<file path="src/rtl/icosoc_gpio_edgeirq_if.sv">
// Peripheral control bus used by icosoc register blocks.
// A master raises ctrl_wr and/or ctrl_rd with ctrl_addr/ctrl_wdat and
// holds them until the slave answers with a one-cycle ctrl_done pulse.
// ctrl_rdat carries read data in the ctrl_done cycle.
//   ctrl_wr    write request
//   ctrl_rd    read request
//   ctrl_addr  byte register address
//   ctrl_wdat  write data
//   ctrl_rdat  read data (slave -> master)
//   ctrl_done  completion pulse (slave -> master)
interface icosoc_gpio_edgeirq_if;
  logic        ctrl_wr;
  logic        ctrl_rd;
  logic [7:0]  ctrl_addr;
  logic [31:0] ctrl_wdat;
  logic [31:0] ctrl_rdat;
  logic        ctrl_done;

  modport master (
    output ctrl_wr, ctrl_rd, ctrl_addr, ctrl_wdat,
    input  ctrl_rdat, ctrl_done
  );

  modport slave (
    input  ctrl_wr, ctrl_rd, ctrl_addr, ctrl_wdat,
    output ctrl_rdat, ctrl_done
  );
endinterface

</file>
<file path="src/rtl/icosoc_gpio_edgeirq.sv">
// GPIO input conditioning: two-flop synchronizer, per-bit debounce filter,
// enabled rise/fall edge latching into a pending register, and a level
// interrupt that is high while any pending bit is set.
//   clk       system clock, rising edge
//   reset     synchronous active-high reset
//   ctrl      register bus (slave side)
//   i_pin_in  raw asynchronous pin levels
//   o_irq     registered interrupt, OR of all pending bits
// Register map: 0x00 filtered level (RO), 0x04 rise enable, 0x08 fall
// enable, 0x0C pending (write 1 to clear), 0x10 synchronized raw level (RO).
module icosoc_gpio_edgeirq #(
  parameter int CLOCK_FREQ_HZ   = 0,
  parameter int IO_LENGTH       = 32,
  parameter int DEBOUNCE_CYCLES = 16
) (
  input  logic                  clk,
  input  logic                  reset,
  icosoc_gpio_edgeirq_if.slave  ctrl,
  input  logic [IO_LENGTH-1:0]  i_pin_in,
  output logic                  o_irq
);

  localparam int CW = $clog2(DEBOUNCE_CYCLES + 1);

  logic [IO_LENGTH-1:0]         r_sync1;
  logic [IO_LENGTH-1:0]         r_sync2;
  logic [IO_LENGTH-1:0]         r_filt;
  logic [IO_LENGTH-1:0][CW-1:0] r_cnt;
  logic [IO_LENGTH-1:0]         r_riseEn;
  logic [IO_LENGTH-1:0]         r_fallEn;
  logic [IO_LENGTH-1:0]         r_pending;
  logic                         r_irq;
  logic                         r_done;
  logic [31:0]                  r_rdat;

  logic [IO_LENGTH-1:0]         w_filtNext;
  logic [IO_LENGTH-1:0][CW-1:0] w_cntNext;
  logic [IO_LENGTH-1:0]         w_riseEv;
  logic [IO_LENGTH-1:0]         w_fallEv;
  logic [IO_LENGTH-1:0]         w_clearMask;
  logic                         w_access;
  logic                         w_wrEn;
  logic [31:0]                  w_readVal;

  // The filtered level only follows sync2 after it has disagreed for
  // DEBOUNCE_CYCLES consecutive cycles; any agreement restarts the count.
  always_comb begin
    w_filtNext = r_filt;
    w_cntNext  = r_cnt;
    for (int i = 0; i < IO_LENGTH; i++) begin
      if (r_sync2[i] == r_filt[i]) begin
        w_cntNext[i] = '0;
      end else if (r_cnt[i] == CW'(DEBOUNCE_CYCLES - 1)) begin
        w_filtNext[i] = r_sync2[i];
        w_cntNext[i]  = '0;
      end else begin
        w_cntNext[i] = r_cnt[i] + CW'(1);
      end
    end
  end

  // Edges are taken from the filter transition happening at this edge.
  assign w_riseEv = w_filtNext & ~r_filt & r_riseEn;
  assign w_fallEv = ~w_filtNext & r_filt & r_fallEn;

  // An access is accepted only when no completion is currently showing,
  // which forces one idle cycle between back-to-back requests.
  assign w_access    = !r_done && (ctrl.ctrl_wr || ctrl.ctrl_rd);
  assign w_wrEn      = w_access && ctrl.ctrl_wr;
  assign w_clearMask = (w_wrEn && ctrl.ctrl_addr == 8'h0C) ?
                       ctrl.ctrl_wdat[IO_LENGTH-1:0] : '0;

  // Read mux samples pre-write state, so a combined write+read returns
  // the old value; bits above IO_LENGTH stay zero.
  always_comb begin
    w_readVal = '0;
    case (ctrl.ctrl_addr)
      8'h00:   w_readVal[IO_LENGTH-1:0] = r_filt;
      8'h04:   w_readVal[IO_LENGTH-1:0] = r_riseEn;
      8'h08:   w_readVal[IO_LENGTH-1:0] = r_fallEn;
      8'h0C:   w_readVal[IO_LENGTH-1:0] = r_pending;
      8'h10:   w_readVal[IO_LENGTH-1:0] = r_sync2;
      default: w_readVal = '0;
    endcase
  end

  always_ff @(posedge clk) begin
    if (reset) begin
      r_sync1   <= '0;
      r_sync2   <= '0;
      r_filt    <= '0;
      r_cnt     <= '0;
      r_riseEn  <= '0;
      r_fallEn  <= '0;
      r_pending <= '0;
      r_irq     <= 1'b0;
      r_done    <= 1'b0;
      r_rdat    <= '0;
    end else begin
      r_sync1   <= i_pin_in;
      r_sync2   <= r_sync1;
      r_filt    <= w_filtNext;
      r_cnt     <= w_cntNext;
      // New events are OR-ed in after the clear so a set wins.
      r_pending <= (r_pending & ~w_clearMask) | w_riseEv | w_fallEv;
      r_irq     <= |r_pending;
      r_done    <= w_access;
      r_rdat    <= w_access ? w_readVal : 32'h0;
      if (w_wrEn && ctrl.ctrl_addr == 8'h04) begin
        r_riseEn <= ctrl.ctrl_wdat[IO_LENGTH-1:0];
      end
      if (w_wrEn && ctrl.ctrl_addr == 8'h08) begin
        r_fallEn <= ctrl.ctrl_wdat[IO_LENGTH-1:0];
      end
    end
  end

  assign ctrl.ctrl_done = r_done;
  assign ctrl.ctrl_rdat = r_rdat;
  assign o_irq          = r_irq;

endmodule

</file>
<file path="src/flat_wrapper.sv">
// flat-port wrapper written by rule: the top's interface ports become plain ports
module icosoc_gpio_edgeirq_flat 
#(
  parameter int CLOCK_FREQ_HZ   = 0,
  parameter int IO_LENGTH       = 32,
  parameter int DEBOUNCE_CYCLES = 16
)
  (clk, reset, i_pin_in, o_irq, ctrl_ctrl_wr, ctrl_ctrl_rd, ctrl_ctrl_addr, ctrl_ctrl_wdat, ctrl_ctrl_rdat, ctrl_ctrl_done);
  icosoc_gpio_edgeirq_if ctrl_i ();
  input  logic clk;
  input  logic reset;
  input  logic [IO_LENGTH-1:0] i_pin_in;
  output logic o_irq;
  input wire logic [$bits(ctrl_i.ctrl_wr)-1:0] ctrl_ctrl_wr;
  input wire logic [$bits(ctrl_i.ctrl_rd)-1:0] ctrl_ctrl_rd;
  input wire logic [$bits(ctrl_i.ctrl_addr)-1:0] ctrl_ctrl_addr;
  input wire logic [$bits(ctrl_i.ctrl_wdat)-1:0] ctrl_ctrl_wdat;
  output wire logic [$bits(ctrl_i.ctrl_rdat)-1:0] ctrl_ctrl_rdat;
  output wire logic [$bits(ctrl_i.ctrl_done)-1:0] ctrl_ctrl_done;
  assign ctrl_i.ctrl_wr = ctrl_ctrl_wr;
  assign ctrl_i.ctrl_rd = ctrl_ctrl_rd;
  assign ctrl_i.ctrl_addr = ctrl_ctrl_addr;
  assign ctrl_i.ctrl_wdat = ctrl_ctrl_wdat;
  assign ctrl_ctrl_rdat = ctrl_i.ctrl_rdat;
  assign ctrl_ctrl_done = ctrl_i.ctrl_done;
  icosoc_gpio_edgeirq #(.CLOCK_FREQ_HZ(CLOCK_FREQ_HZ), .IO_LENGTH(IO_LENGTH), .DEBOUNCE_CYCLES(DEBOUNCE_CYCLES)) u_core (.clk(clk), .reset(reset), .ctrl(ctrl_i), .i_pin_in(i_pin_in), .o_irq(o_irq));
endmodule
</file>
<file path="config.mk">
export PLATFORM = sky130hd
export DESIGN_NAME = icosoc_gpio_edgeirq_flat
export DESIGN_NICKNAME = d
export VERILOG_FILES = /design/src/rtl/icosoc_gpio_edgeirq_if.sv /design/src/rtl/icosoc_gpio_edgeirq.sv /design/src/flat_wrapper.sv
export SDC_FILE = /design/constraint.sdc
export NUM_CORES = 1
export LEC_CHECK = 0
export CAP_MARGIN = 10
export CELL_PAD_IN_SITES_DETAIL_PLACEMENT = 1
export CELL_PAD_IN_SITES_GLOBAL_PLACEMENT = 2
export CORE_MARGIN = 2
export CORE_UTILIZATION = 37
export DETAILED_ROUTE_END_ITERATION = 10
export HOLD_SLACK_MARGIN = 0.08
export PLACE_DENSITY = 0.88
export SLEW_MARGIN = 20
export SYNTH_ARGS = -nofsm -noshare
export SYNTH_HDL_FRONTEND = slang
export SYNTH_SLANG_ARGS = --single-unit
</file>
<file path="constraint.sdc">
create_clock -name clk -period 2.7 [get_ports clk]
set_input_delay 0.54 -clock clk [delete_from_list [all_inputs] [get_ports clk]]
set_output_delay 0.54 -clock clk [all_outputs]
set_load 0.05 [all_outputs]
</file>
==> results.txt, run 1 <==
----------------------------------------------------
[Outcome]
  Run status ... complete, no violations

[Floorplan]
  Die extent in x ... 209 um
  Starting density of the core ... 37.7%
  Vertical die dimension ... 209 um
  Floorplan Core Area ... 41000 um^2
  Cell Rows ... 74
  I/O pin cnt ... 110
  Die area ... 43500 um^2

[Power]
  Switching share of total power ... 21.6%
  Reported net switching power ... 2560 uW
  Internal power consumption ... 9310 uW
  Share of power burned in the clock network ... 47.4%
  Worst IR Drop VDD ... 0.360 mV
  Areal power density over the cells ... 638 nW/um^2
  Sequential cell fraction of total power ... 48.8%
  Logic pwr share ... 3.8%
  Leakage power summed over all cells ... 0.00732 uW

[STA]
  Final setup violation count ... 0
  Hold Fails Final Rpt ... 0
  Period Utilization, post-route ... 88.9%
  Fmax ... 0.417 GHz
  Worst slew margin relative to its limit ... 36.6%
  Setup Skew ... 23.4 ps
  Post-layout min period ... 2400 ps
  Transition time at the pin with the least slew margin ... 942 ps
  Unrepaired setup endpoints after global routing ... no
  Setup TNS Final ... 0 ps
  Max Slew Vio Count ... 0
  Worst setup margin ... 300 ps

[Yosys]
  Per-instance average area after synthesis ... 9.50 um^2
  Synth Area in Compound Gates ... 9.54%
  Primary flip-flop cell chosen by synthesis mapping ... sky130_fd_sc_hd__dfxtp_1
  Multiplexer share of the synthesized area ... 8.63%
  Synthesized instance count ... 1629
  Synthesized-area fraction occupied by xor and xnor cells ... 3.74%
  Yosys warning total ... 0
  Synthesized cell area ... 15500 um^2
  Post-synthesis sequential element count ... 386
  Dominant combinational cell family by area after synthesis ... simple AND/OR/NAND/NOR gates
  Proportion of register bits with asynchronous set or reset after synthesis ... 0%
  Number of flops mapped to enable cells by yosys ... 0
  Syn_nets ... 1769
  Distinct cell type count after synthesis ... 38
  Fraction of the mapped netlist area in adder cells ... 5.17%
  Proportion of synthesized chip area in sequential cells ... 49.9%
  Simple-gate share of the synthesized area ... 18.4%

[Route]
  Total number of vias ... 11.7k
  Post-DR wirelength/cell ... 17.2 um
  Detailed Route Iter0 Violations ... 411
  Count of TritonRoute iterations in the first routing pass ... 4
  Residual DRC count ... 0
  DRT antenna net count ... 0
  Total Wirelength ... 39.8 mm
  Via density per instance ... 5.04

[Clock tree]
  H-Tree Depth ... 2
  Clock latency on the worst-skew pair ... 560 ps
  Post-CTS Setup Inserts ... 0
  Post-CTS Hold Buffers ... 0
  Cts bufs inserted ... 42
  CTS max path bufs ... 3
  Reg clk slew, reported paths ... 60 ps
  Clock tree from TritonCTS ... done
  Sink count of the clock tree ... 386
  Root buffer cell ... sky130_fd_sc_hd__clkbuf_16
  # resized after CTS ... 0

[Global routing]
  Final global-route overflow total ... 0
  Wire length of the first global-routing pass ... 64.2 mm
  Antenna violations before repair ... 1
  GRT Util Overall ... 18.5%
  Number of global-route vias before repair ... 12.3k
  Pin count of the biggest net entering global routing ... 70

[Setup path]
  Family of cells with the greatest summed delay on the critical path ... buffers and inverters
  Required time at the worst-slack endpoint ... 2160 ps
  Kind of critical path ... register to primary output
  Cell chain of the critical path ... clkdlybuf4s50_1
  Crit-path slowest cell ... sky130_fd_sc_hd__clkdlybuf4s50_1
  Crit end category ... primary output
  Critical path buffer and inverter count ... 1
  Slowest cell delay on critical path ... 860 ps
  Data arrival time of the worst path ... 1860 ps
  Largest fanout on the critical path ... 4
  Critical path startpoint category ... register

[Layout]
  Highest-count cells in the layout ignoring fill and taps ... sky130_fd_sc_hd__dfxtp_1 (386), sky130_fd_sc_hd__nor2_1 (291), sky130_fd_sc_hd__nor2b_1 (127), sky130_fd_sc_hd__clkdlybuf4s50_1 (106), sky130_fd_sc_hd__inv_1 (96)
  Most frequent standard cell in the layout excluding fill and tap cells ... sky130_fd_sc_hd__dfxtp_1
  Antenna diodes ... 0
  Fraction of final layout cells with drive strength greater than 1 ... 7.41%
  Area growth from synthesis to layout ... 20.2%
  Final cell area excluding filler cells ... 18600 um^2
  # fillers ... 4620
  Multi-input logic area ... 7050 um^2
  # nets final ... 1894
  Area occupied by registers ... 7730 um^2

[Placement]
  Final weighted congestion in routability-driven placement ... 0.782
  HPWL reported at the end of detailed placement ... 27.5 mm
  Buffers on Ports ... 109
  Post-placement worst setup slack ... -20.6 ps
  Placed Instance Area ... 17300 um^2

[Job]
  Number of max-cap violations ... 0

[Worst hold path]
  Classification of the worst-slack hold path ... register to register

----------------------------------------------------
final cells by class:
cell class	instances	area share (%)
Clock inverter	8	0.558
Multi-Input combinational cell	1084	37.9
Timing Repair Buffer	144	7.78
Sequential cell	386	41.5
Inverter	96	1.94
Clock buffer	64	6.69
Tap cell	532	3.58
Yosys cell counts (30+ instances only):
cell,number,share of area (%)
sky130_fd_sc_hd__a21oi_1,64,2.1
sky130_fd_sc_hd__a22o_1,30,1.7
sky130_fd_sc_hd__and3_1,33,1.3
sky130_fd_sc_hd__clkbuf_1,47,1.1
sky130_fd_sc_hd__dfxtp_1,386,50
sky130_fd_sc_hd__ha_1,64,5.2
sky130_fd_sc_hd__inv_1,96,2.3
sky130_fd_sc_hd__mux2i_1,93,6.0
sky130_fd_sc_hd__nand2_1,67,1.6
sky130_fd_sc_hd__nand3_1,33,1.1
sky130_fd_sc_hd__nor2_1,292,7.1
sky130_fd_sc_hd__nor2b_1,128,5.2
sky130_fd_sc_hd__nor3_1,32,1.0
sky130_fd_sc_hd__o21ai_0,34,1.1
sky130_fd_sc_hd__xnor2_1,34,1.9
sky130_fd_sc_hd__xor2_1,32,1.8
metrics by stage:
step	hold WS [ps]	util, %	power (uW)	cells
after global placement	423	42.1	6370	2242
after floorplan	414	-	6130	1629
after global routing	433	45.3	12300	2314
final	431	45.3	11900	2314
after CTS	406	45.3	12000	2314
after detailed placement	425	42.1	6380	2242
state kept, by name, summed over array words and instances, names as in the netlist:
signal	count
u_core.r_cnt	160
u_core.ctrl.ctrl_rdat	32
u_core.r_fallEn	32
u_core.r_filt	32
u_core.r_pending	32
u_core.r_riseEn	32
u_core.r_sync1	32
u_core.r_sync2	32
u_core.ctrl.ctrl_done	1
u_core.o_irq	1
logic make-up (layout without fill, tap and decap cells):
group / after synthesis / after routing
buffers and inverters: 159 / 312
XOR/XNOR: 66 / 66
AND/OR/NAND/NOR: 609 / 609
multiplexers: 125 / 125
AO/OA/AOI/OAI: 220 / 220
flip-flops: 386 / 386
adder cells (fa/ha/maj): 64 / 64
power groups by stage:
stage	combinational, uW	sequential (uW)	clock (uW)
CTS	457	5800	5790
detailed placement	452	5920	0
floorplan	216	5910	0
finish	451	5800	5620
global placement	445	5920	0
global route	490	5800	6000
metal layers:
metal  part of all wire (%)  GRT usage, %  vias to the layer above
met5                      0             0                        -
met4                    2.6          5.76                        0
met3                    3.3          3.17                       66
met2                     48          32.1                      177
met1                     46          23.3                     5670
li1                       -             -                     5746
final timing paths:
path	start	to	slack [ps]	depth (start not counted)
max	u_core.ctrl.ctrl_done	ctrl_ctrl_done	300	1
min	u_core.r_sync1[5]	u_core.r_sync2[5]	430	1
max reg2reg	u_core.ctrl.ctrl_done	u_core.r_pending[14]	840	5
min reg2reg	u_core.r_sync1[5]	u_core.r_sync2[5]	430	1
Note: power is estimated with default switching activity, not from simulation.
==> inputs of run 2 (changes only) <==
- CTS_CLUSTER_DIAMETER: not set -> 30
- REMOVE_ABC_BUFFERS: not set -> 1
==> run 2 against run 1 <==
- via count up 3.3%
- sequential cell count unchanged
- critical path type unchanged
- first-iteration DRC count up 16%
- design area up 9.0%
- core utilization up 4.1 points
- maximum frequency up 1.4%
==> results.txt, run 2 (synthesis gave the netlist of run 1 again) <==
----------------------------------------------------
[STA]
  Unrepaired setup endpoints after global routing ... no
  Period Utilization, post-route ... 87.6%
  Post-layout min period ... 2370 ps
  Transition time at the pin with the least slew margin ... 1110 ps
  Setup Skew ... 21.5 ps
  Final setup violation count ... 0
  Worst setup margin ... 334 ps
  Max Slew Vio Count ... 0
  Worst slew margin relative to its limit ... 26.0%
  Fmax ... 0.423 GHz
  Hold Fails Final Rpt ... 0

[Route]
  Total number of vias ... 12.0k
  Total Wirelength ... 41.1 mm
  Residual DRC count ... 0
  Count of TritonRoute iterations in the first routing pass ... 5
  Post-DR wirelength/cell ... 17.2 um
  Via density per instance ... 5.04
  DRT antenna net count ... 0
  Detailed Route Iter0 Violations ... 478

[Clock tree]
  Sink count of the clock tree ... 386
  Clock latency on the worst-skew pair ... 590 ps
  Cts bufs inserted ... 85
  Reg clk slew, reported paths ... 40 ps
  CTS max path bufs ... 3
  Root buffer cell ... sky130_fd_sc_hd__clkbuf_16
  # resized after CTS ... 0
  Post-CTS Setup Inserts ... 0
  H-Tree Depth ... 3
  Post-CTS Hold Buffers ... 0
  Clock tree from TritonCTS ... done

[Power]
  Worst IR Drop VDD ... 0.487 mV
  Leakage power summed over all cells ... 0.00813 uW
  Areal power density over the cells ... 836 nW/um^2

[Floorplan]
  Die area ... 43500 um^2
  Vertical die dimension ... 209 um
  Starting density of the core ... 37.7%
  Cell Rows ... 74
  Die extent in x ... 209 um
  Floorplan Core Area ... 41000 um^2
  I/O pin cnt ... 110

[Global routing]
  Wire length of the first global-routing pass ... 67.2 mm
  Final global-route overflow total ... 0
  GRT Util Overall ... 19.3%
  Pin count of the biggest net entering global routing ... 94
  Number of global-route vias before repair ... 13.1k
  Antenna violations before repair ... 3

[Layout]
  # fillers ... 4565
  Top register by number of flip-flops ... u_core.r_cnt
  Highest-count cells in the layout ignoring fill and taps ... sky130_fd_sc_hd__dfxtp_1 (386), sky130_fd_sc_hd__nor2_1 (291), sky130_fd_sc_hd__nor2b_1 (127), sky130_fd_sc_hd__clkdlybuf4s50_1 (106), sky130_fd_sc_hd__inv_1 (96)
  # nets final ... 1934
  Most frequent standard cell in the layout excluding fill and tap cells ... sky130_fd_sc_hd__dfxtp_1
  Final core occ ... 49.4%
  Number of flip-flops in the largest register ... 160
  Final cell area excluding filler cells ... 20300 um^2
  Fraction of final layout cells with drive strength greater than 1 ... 11.5%
  Area growth from synthesis to layout ... 31.0%
  Antenna diodes ... 0

[Setup path]
  Data arrival time of the worst path ... 1830 ps
  Kind of critical path ... register to primary output
  Largest fanout on the critical path ... 4
  Crit-path slowest cell ... sky130_fd_sc_hd__clkdlybuf4s50_1
  Slowest cell delay on critical path ... 840 ps
  Family of cells with the greatest summed delay on the critical path ... buffers and inverters
  Cell chain of the critical path ... clkdlybuf4s50_1
  Required time at the worst-slack endpoint ... 2160 ps
  Critical path buffer and inverter count ... 1
  Crit end category ... primary output
  Critical path startpoint category ... register

[Job]
  Number of max-cap violations ... 0

[Placement]
  Post-placement worst setup slack ... -39.6 ps
  Final weighted congestion in routability-driven placement ... 0.770
  Buffers on Ports ... 109
  HPWL reported at the end of detailed placement ... 26.4 mm
  Placed Instance Area ... 17300 um^2

[Outcome]
  Run status ... complete, no violations

[Worst hold path]
  Classification of the worst-slack hold path ... primary input to register

----------------------------------------------------
-- run 2: cell count changes in the layout (fill, tap and decap cells not counted), sizes merged --
cell | previous run | this run
clkbuf | 65 | 114
clkinv | 5 | 16
bufinv | 2 | 12
inv | 96 | 103
clkinvlp | 1 | 5
buf | 37 | 34
-- run 2: power by group --
group	switching, uW	total (uW)	internal [uW]
Sequential	39.1	5820	5780
Clock	3240	10700	7440
Combinational	248	452	204
Total	3530	17000	13400
-- run 2: final timing paths --
| check | start | cells past startpoint | slack (ps) | to |
|---|---|---|---|---|
| hold reg to reg | u_core.r_sync1[11] | 1 | 430 | u_core.r_sync2[11] |
| setup reg to reg | u_core.ctrl.ctrl_done | 6 | 830 | u_core.r_pending[15] |
| setup / recovery | u_core.ctrl.ctrl_done | 1 | 330 | ctrl_ctrl_done |
| hold / removal | reset | 2 | 360 | u_core.r_filt[3] |
-- run 2: layer usage --
layer	up-vias	share of wire [%]	track usage, %
met1	5887	44	23.2
met4	6	2.3	6.92
met2	231	49	33.2
met3	77	5.1	4.71
met5	-	0.078	0
li1	5844	-	-
-- run 2: area by class of cell --
| class | count | area, um^2 | share of cell area (%) |
|---|---|---|---|
| clock inverter | 40 | 569 | 2.81 |
| tap | 532 | 666 | 3.28 |
| clock buffer | 113 | 2430 | 12.0 |
| multi-input combinational | 1084 | 7070 | 34.9 |
| timing repair buffer | 141 | 1450 | 7.15 |
| inverter | 96 | 360 | 1.78 |
| sequential | 386 | 7730 | 38.1 |
-- run 2: metrics by stage --
| step | hold slack [ps] | setup TNS, ps | power (uW) | instances |
|---|---|---|---|---|
| 2_1_floorplan | 414 | 0 | 6050 | 1566 |
| 3_3_place_gp | 420 | -352 | 6360 | 2239 |
| 3_5_place_dp | 428 | -418 | 6370 | 2239 |
| 4_1_cts | 335 | 0 | 17200 | 2392 |
| 5_1_grt | 363 | 0 | 17500 | 2392 |
| 6_report | 357 | 0 | 17000 | 2392 |
==> inputs of run 3 (changes only) <==
- clock period: 2.7 -> 2.3 ns (I/O delays scaled with it)
==> run 3 against run 2 <==
- first-iteration DRC count is 15% higher
- via count rose by 1.3%
- die area unchanged
- cell count increased by 1.5%
- worst setup slack worse by 330 ps
- global-route usage rose by 0.60 points
- clock power up 30%
- worst hold slack worse by 130 ps
- core utilization increased by 1.3 points
- wire length increased by 3.8%
- sequential power up 18%
- largest cell class unchanged
- largest power group unchanged
==> results.txt, run 3 (synthesis gave the netlist of run 1 again) <==
----------------------------------------------------
[Power]
  Leakage power summed over all cells ... 0.00845 uW
  Worst IR Drop VDD ... 0.813 mV
  Areal power density over the cells ... 1020 nW/um^2

[Clock tree]
  Reg clk slew, reported paths ... 40 ps
  H-Tree Depth ... 3
  Root buffer cell ... sky130_fd_sc_hd__clkbuf_16
  Clock tree from TritonCTS ... done
  Sink count of the clock tree ... 386
  Post-CTS Hold Buffers ... 0
  Post-CTS Setup Inserts ... 0
  Clock latency on the worst-skew pair ... 610 ps
  CTS max path bufs ... 3
  Cts bufs inserted ... 94

[STA]
  Max Slew Vio Count ... 0
  Hold Fails Final Rpt ... 0
  Period Utilization, post-route ... 99.7%
  Setup Skew ... 19.5 ps
  Fmax ... 0.436 GHz
  Unrepaired setup endpoints after global routing ... no
  Smallest hold slack ... 222 ps
  Transition time at the pin with the least slew margin ... 755 ps
  Worst slew margin relative to its limit ... 49.2%
  Worst setup margin ... 6.79 ps
  Final setup violation count ... 0
  Post-layout min period ... 2290 ps

[Layout]
  Final core occ ... 50.7%
  # nets final ... 1960
  Antenna diodes ... 0
  Area occupied by registers ... 7730 um^2
  # fillers ... 4510
  Top register by number of flip-flops ... u_core.r_cnt
  Final cell area excluding filler cells ... 20800 um^2
  Most frequent standard cell in the layout excluding fill and tap cells ... sky130_fd_sc_hd__dfxtp_1
  Area growth from synthesis to layout ... 34.4%
  Number of flip-flops in the largest register ... 160
  Multi-input logic area ... 7070 um^2
  Highest-count cells in the layout ignoring fill and taps ... sky130_fd_sc_hd__dfxtp_1 (386), sky130_fd_sc_hd__nor2_1 (291), sky130_fd_sc_hd__nor2b_1 (127), sky130_fd_sc_hd__clkdlybuf4s50_1 (102), sky130_fd_sc_hd__clkbuf_16 (99)
  Fraction of final layout cells with drive strength greater than 1 ... 12.7%

[Route]
  DRT antenna net count ... 0
  Count of TritonRoute iterations in the first routing pass ... 4
  Total number of vias ... 12.2k
  Post-DR wirelength/cell ... 17.6 um
  Detailed Route Iter0 Violations ... 548
  Total Wirelength ... 42.7 mm
  Residual DRC count ... 0
  Via density per instance ... 5.03

[Setup path]
  Largest fanout on the critical path ... 1
  Required time at the worst-slack endpoint ... 1840 ps
  Crit end category ... primary output
  Critical path startpoint category ... register
  Family of cells with the greatest summed delay on the critical path ... buffers and inverters
  Cell chain of the critical path ... clkdlybuf4s50_1
  Kind of critical path ... register to primary output
  Slowest cell delay on critical path ... 830 ps
  Critical path buffer and inverter count ... 1
  Crit-path slowest cell ... sky130_fd_sc_hd__clkdlybuf4s50_1
  Data arrival time of the worst path ... 1830 ps

[Floorplan]
  Die area ... 43500 um^2
  Floorplan Core Area ... 41000 um^2
  Starting density of the core ... 37.7%
  I/O pin cnt ... 110
  Vertical die dimension ... 209 um
  Die extent in x ... 209 um
  Cell Rows ... 74

[Placement]
  Post-placement worst setup slack ... -395 ps
  Final weighted congestion in routability-driven placement ... 0.777
  Buffers on Ports ... 109
  Placed Instance Area ... 17400 um^2
  HPWL reported at the end of detailed placement ... 27.9 mm

[Global routing]
  Wire length of the first global-routing pass ... 68.9 mm
  Antenna violations before repair ... 0
  Number of global-route vias before repair ... 13.3k
  Pin count of the biggest net entering global routing ... 77
  GRT Util Overall ... 19.9%
  Final global-route overflow total ... 0

[Worst hold path]
  Classification of the worst-slack hold path ... primary input to register

[Job]
  Number of max-cap violations ... 0

[Outcome]
  Run status ... complete, no violations

----------------------------------------------------
-- run 3: worst paths after layout --
| check | from | to | slack, ps | cells after the start |
|---|---|---|---|---|
| hold reg to reg | u_core.r_sync1[4] | u_core.r_sync2[4] | 430 | 1 |
| hold / removal | reset | u_core.r_sync1[3] | 220 | 2 |
| setup reg to reg | u_core.ctrl.ctrl_done | u_core.r_pending[11] | 500 | 6 |
| setup / recovery | u_core.ctrl.ctrl_rdat[31] | ctrl_ctrl_rdat[31] | 7 | 1 |
-- run 3: metrics by stage --
step                power (uW)  TNS [ps]  std cells
floorplan                 7100         0       1566
global placement          7490    -11260       2256
detailed placement        7500    -18080       2256
CTS                      21500         0       2427
global route             22000         0       2427
finish                   21300         0       2427
-- run 3: layout make-up --
type	instances	share of cell area, %
clock inverters	41	3.11
inverters	96	1.73
repair buffers	158	7.72
multi-input cells	1084	34.0
clock buffers	130	13.1
well taps	532	3.20
flip-flops and latches	386	37.1
-- run 3: per-layer routing --
metal | global-route usage, % | routed length (um) | vias to the layer above
met5 | 0 | 0 | -
met4 | 7.86 | 1090 | 0
met3 | 4.36 | 1670 | 89
met2 | 34.5 | 20800 | 234
met1 | 23.8 | 19100 | 5977
li1 | - | - | 5903
-- run 3: power breakdown --
| part | internal [uW] | total, uW | leakage, uW | switching, uW |
|---|---|---|---|---|
| Clock | 9900 | 13900 | 0.00165 | 4010 |
| Sequential | 6790 | 6840 | 0.00312 | 50.3 |
| Combinational | 247 | 543 | 0.00367 | 296 |
| Total | 16900 | 21300 | 0.00845 | 4360 |
-- run 3: timing repair --
item | CTS | global route
setup endpoints to repair | 2 | 2
cloned | 0 | 0
resized for setup | 2 | 2
-- run 3: worst register-to-register path: cells and delay by family, from the launching register on --
kind                   cells  cell delay, ps
AND/OR/NAND/NOR            3             570
buffers and inverters      2             450
flip-flops                 1             350
AO/OA/AOI/OAI              1             290
